[config.mk]
export PLATFORM = sky130hd
export DESIGN_NAME = spm_seq
export DESIGN_NICKNAME = d
export VERILOG_FILES = /design/src/rtl/spm_pkg.sv /design/src/rtl/spm_csa.sv /design/src/rtl/spm_seq.sv
export SDC_FILE = /design/constraint.sdc
export NUM_CORES = 1
export LEC_CHECK = 0
export ABC_AREA = 1
export BUFFER_PORTS_ARGS = -buffer_cell sky130_fd_sc_hd__buf_2
export CAP_MARGIN = 20
export CORE_UTILIZATION = 35
export CTS_CLUSTER_SIZE = 16
export DETAILED_ROUTE_END_ITERATION = 6
export PLACE_DENSITY_LB_ADDON = 0.15
export REMOVE_ABC_BUFFERS = 1
export SETUP_SLACK_MARGIN = 0.05
export SLEW_MARGIN = 20
export SYNTH_ARGS = -nofsm -noshare
export SYNTH_HDL_FRONTEND = slang
export SYNTH_SLANG_ARGS = --single-unit
[constraint.sdc]
create_clock -name i_clk -period 4.89 [get_ports i_clk]
set_input_delay 0.2445 -clock i_clk [delete_from_list [all_inputs] [get_ports i_clk]]
set_output_delay 0.2445 -clock i_clk [all_outputs]
set_load 0.01 [all_outputs]
[src/rtl/spm_pkg.sv]
// rtl/spm_pkg.sv - shared types and sizing for the sequenced serial-parallel multiplier
// Define SPM_SIGNED_EN for a two's-complement multiply; unsigned otherwise.
package spm_pkg;

   typedef enum logic {IDLE, RUN} state_t;

`ifdef SPM_SIGNED_EN
   localparam bit SPM_SIGNED = 1'b1;
`else
   localparam bit SPM_SIGNED = 1'b0;
`endif

   function automatic int CNT_W(input int width);
      return $clog2(2 * width);
   endfunction

endpackage

[src/rtl/spm_csa.sv]
// rtl/spm_csa.sv - one carry-save bit-slice of the serial-parallel multiplier
module spm_csa #(
   parameter bit TCMP = 1'b0
) (
   input  logic i_clk,
   input  logic i_rst,
   input  logic i_en,
   input  logic i_clr,
   input  logic i_x,
   input  logic i_a_bit,
   input  logic i_y_in,
   output logic o_y
);

   logic r_s;
   logic r_c;
   logic w_pp;

   // r_s holds the upper neighbour's sum from the previous step (already shifted down).
   assign w_pp = TCMP ? ~(i_a_bit & i_x) : (i_a_bit & i_x);
   assign o_y  = w_pp ^ r_s ^ r_c;

   always_ff @(posedge i_clk or posedge i_rst) begin
      if (i_rst) begin
         r_s <= 1'b0;
         r_c <= 1'b0;
      end else if (i_clr) begin
         // Signed top slice starts with a 2^(W-1) bias cancelling the complemented sign terms.
         r_s <= TCMP;
         r_c <= 1'b0;
      end else if (i_en) begin
         r_s <= i_y_in;
         r_c <= (w_pp & r_s) | (w_pp & r_c) | (r_s & r_c);
      end
   end

endmodule

[src/rtl/spm_seq.sv]
// rtl/spm_seq.sv - start/result sequencer around the CSA slice chain (SPM_SIGNED_EN selects signed)
module spm_seq
   import spm_pkg::*;
#(
   parameter int WIDTH = 32
) (
   input  logic             i_clk,
   input  logic             i_rst,
   input  logic             i_start_valid,
   output logic             o_start_ready,
   input  logic [WIDTH-1:0] i_a,
   input  logic [WIDTH-1:0] i_b,
   output logic             o_p_valid,
   output logic             o_p_bit,
   output logic             o_p_last,
   input  logic             i_p_ready
);

   localparam int CW = CNT_W(WIDTH);
   localparam logic [CW-1:0] LAST = CW'(2 * WIDTH - 1);

   state_t           r_state;
   state_t           w_state_nxt;
   logic [WIDTH-1:0] r_a;
   logic [WIDTH-1:0] r_b_sh;
   logic [CW-1:0]    r_cnt;
   logic             w_accept;
   logic             w_adv;
   logic             w_fill;
   logic             w_is_last;
   logic [WIDTH-1:0] w_y;
   logic [WIDTH-1:0] w_y_in;

   assign w_accept  = (r_state == IDLE) & i_start_valid;
   assign w_adv     = (r_state == RUN) & i_p_ready;
   assign w_is_last = (r_cnt == LAST);
   assign w_fill    = SPM_SIGNED & r_b_sh[WIDTH-1];
   assign w_y_in    = {1'b0, w_y[WIDTH-1:1]};

   for (genvar i = 0; i < WIDTH; i++) begin : g_slice
      spm_csa #(
         .TCMP (SPM_SIGNED && (i == WIDTH - 1))
      ) u_csa (
         .i_clk   (i_clk),
         .i_rst   (i_rst),
         .i_en    (w_adv),
         .i_clr   (w_accept),
         .i_x     (r_b_sh[0]),
         .i_a_bit (r_a[i]),
         .i_y_in  (w_y_in[i]),
         .o_y     (w_y[i])
      );
   end

   always_ff @(posedge i_clk or posedge i_rst) begin
      if (i_rst) begin
         r_state <= IDLE;
      end else begin
         r_state <= w_state_nxt;
      end
   end

   always_comb begin
      w_state_nxt   = r_state;
      o_start_ready = 1'b0;
      o_p_valid     = 1'b0;
      o_p_bit       = 1'b0;
      o_p_last      = 1'b0;
      case (r_state)
         IDLE: begin
            o_start_ready = 1'b1;
            if (i_start_valid) w_state_nxt = RUN;
         end
         RUN: begin
            o_p_valid = 1'b1;
            o_p_bit   = w_y[0];
            o_p_last  = w_is_last;
            if (i_p_ready && w_is_last) w_state_nxt = IDLE;
         end
         default: w_state_nxt = IDLE;
      endcase
   end

   always_ff @(posedge i_clk or posedge i_rst) begin
      if (i_rst) begin
         r_a    <= '0;
         r_b_sh <= '0;
         r_cnt  <= '0;
      end else if (w_accept) begin
         r_a    <= i_a;
         r_b_sh <= i_b;
         r_cnt  <= '0;
      end else if (w_adv) begin
         r_b_sh <= {w_fill, r_b_sh[WIDTH-1:1]};
         r_cnt  <= r_cnt + 1'b1;
      end
   end

endmodule

==> metrics <==
antenna cells=0; global-route wire length before repair=22.17 mm; port buffer count=71; # IOs=72; count of pins over their slew limit=0; startpoint types=register; TritonCTS clock tree=built; Vias/cell=4.672; worst skew pair latency=410 ps; Syn Std Cell Area=6051 um^2; setup bufs post-CTS=0; largest net degree at the start of global routing=103; leakage power=3.187 nW; CTS buffer count=17; Setup crit end kind=register; DRT iter0 DRCs=270; status=finished, final reports clean; via count=4242; CP max FO=64; Post-Route WL=12.59 mm; Final Hold Fails=0; ANT nets after route=0; WL per Instance=13.87 um; core area=16760 um^2; Mapped Avg Cell Area=9.839 um^2; crit-path cells=inv_2, nand2_2, clkinv_2, nand2_1, o211ai_1; final setup vio count=0; Seq/Total Area, Yosys=55.42%; Initial Utilization=36.10%; # rows=47; clk buf depth=2; DP Area=6553 um^2; Setup TNS=0 ps; TritonRoute pass-1 iters=4; Worst Skew=9.242 ps; maxcap violations=0; Hold Buf Count CTS=0; commonest non-fill, non-tap cell in the layout=nand2_1; Worst path slowest cell=clkinv_2; CP Class=reg2reg; Tcrit/Tclk final=48.58%; Worst-Margin Slew=1062 ps; Synth Instances=615; Max VDD drop=0.2542 mV; area growth from synthesis to layout=17.41%; Ys Warns=0; Core Util, Final=42.39%; Overall Global Routing Usage=15.77%; post-layout min period=2376 ps; Placer Congestion=0.6906; placed cells=876; gr ovfl total=0; DP HPWL=7.561 mm; Worst EP required=5140 ps; slowest stage delay, CP=860 ps; Total Power=3.259 mW; final instance area=7104 um^2; post-route insts no fill=908; vias in the first global route=4497; DRC errors left=0; R2R setup slack=2510 ps; max_slew headroom=29.21%; H-tree Lvls=4; Max Fclk=0.4209 GHz; CTS root buf=clkbuf_16; worst hold path class=in2reg; Pwr per Cell Area=458.8 nW/um^2; crit path DAT=2620 ps; fin nets=776; RSZ-0062 raised after global routing=false; Sink Count=134; DIE WIDTH=133.5 um; share of cells above drive strength 1=17.01%; CTS resizes=0; Yosys reg bits=134; commonest non-fill, non-tap cells in the layout=nand2_1, dfrtp_1, inv_1, buf_2, o22ai_1; post-synth cell types=24; initial antenna violation count=0; Die ar.=17820 um^2; die height=133.5 um; Clock transition at path regs=60 ps
## through the flow
| step | worst slack (ps) | hold WS [ps] |
|---|---|---|
| 2_1_floorplan | 1063 | 354.1 |
| 3_3_place_gp | 2519 | 440.9 |
| 3_5_place_dp | 2459 | 448.5 |
| 4_1_cts | 2457 | 13.60 |
| 5_1_grt | 2216 | 15.13 |
| 6_report | 2514 | 29.25 |
## worst max-delay path: cells and delay by family (launching register included)
| family | cells | cell delay, ps |
|---|---|---|
| flip-flops | 1 | 430 |
| AO/OA/AOI/OAI | 1 | 130 |
| buffers and inverters | 2 | 940 |
| AND/OR/NAND/NOR | 2 | 680 |
## synthesized netlist by cell type
cell type    n  area, um^2
nor4_1       1       6.260
nand4_1      1       6.260
o21ai_1      4       20.02
a21oi_1      2       10.01
nand2_2      3       18.77
o211ai_1    30       225.2
inv_2        3       11.26
inv_1       84       315.3
clkbuf_1     9       33.78
nor3_1       1       5.000
buf_6        1       11.26
nand3_1     22       110.1
buf_2       21       105.1
fa_1        31       620.6
ha_1         2       25.02
nand2_1    189       709.4
o21bai_1     1       7.510
o21ai_0      1       5.000
or2_2        1       6.260
nor2_1       8       30.03
buf_1        1       3.750
o22ai_1     61       381.6
dfrtp_1    134        3353
buf_4        4       30.03
## kinds of logic after synthesis
family                     share of synthesized area [%]
and+or+nand+nor                                    14.74
adders and majority gates                          10.67
buffers and inverters                              8.437
DFF                                                55.42
AOI/OAI and AO/OA                                  10.73
## worst paths after layout
path	endpoint	startpoint	cells after the start
max	r_b_sh[12]	r_state	5
min	r_a[27]	i_a[27]	3
max reg2reg	r_b_sh[12]	r_state	5
min reg2reg	r_a[22]	r_a[22]	2
max in group asynchronous	r_cnt[2]	i_rst	3
min in group asynchronous	g_slice[9].u_csa.r_c	i_rst	2
## area by class of cell
class                           count  area, um^2
Clock inverter                     14       111.4
Multi-Input combinational cell    358        2192
Clock buffer                       18       439.2
Inverter                           87       332.8
Timing Repair Buffer               77       400.4
Tap cell                          220       275.3
Sequential cell                   134        3353
Fill cell                        1696        9656
## flip-flops by register name (all words and copies together), names as in the netlist
name and flops:
g_slice.u_csa.r_c 32, g_slice.u_csa.r_s 31, r_cnt 6, r_b_sh 32, r_a 32, r_state 1
## power breakdown
part           internal (mW)  switching (mW)  total (mW)
logic                  0.251           0.390       0.641
registers               1.35          0.0899        1.44
clock network          0.705           0.477        1.18
## metal layers
metal	vias to the layer above	global-route usage [%]	wire length, um
li1	2089	-	-
met1	2077	21.39	6200
met2	69	24.86	5816
met3	7	4.795	502
met4	0	3.535	74
met5	-	0	0
No activity file was read; power rests on OpenSTA's default activity.
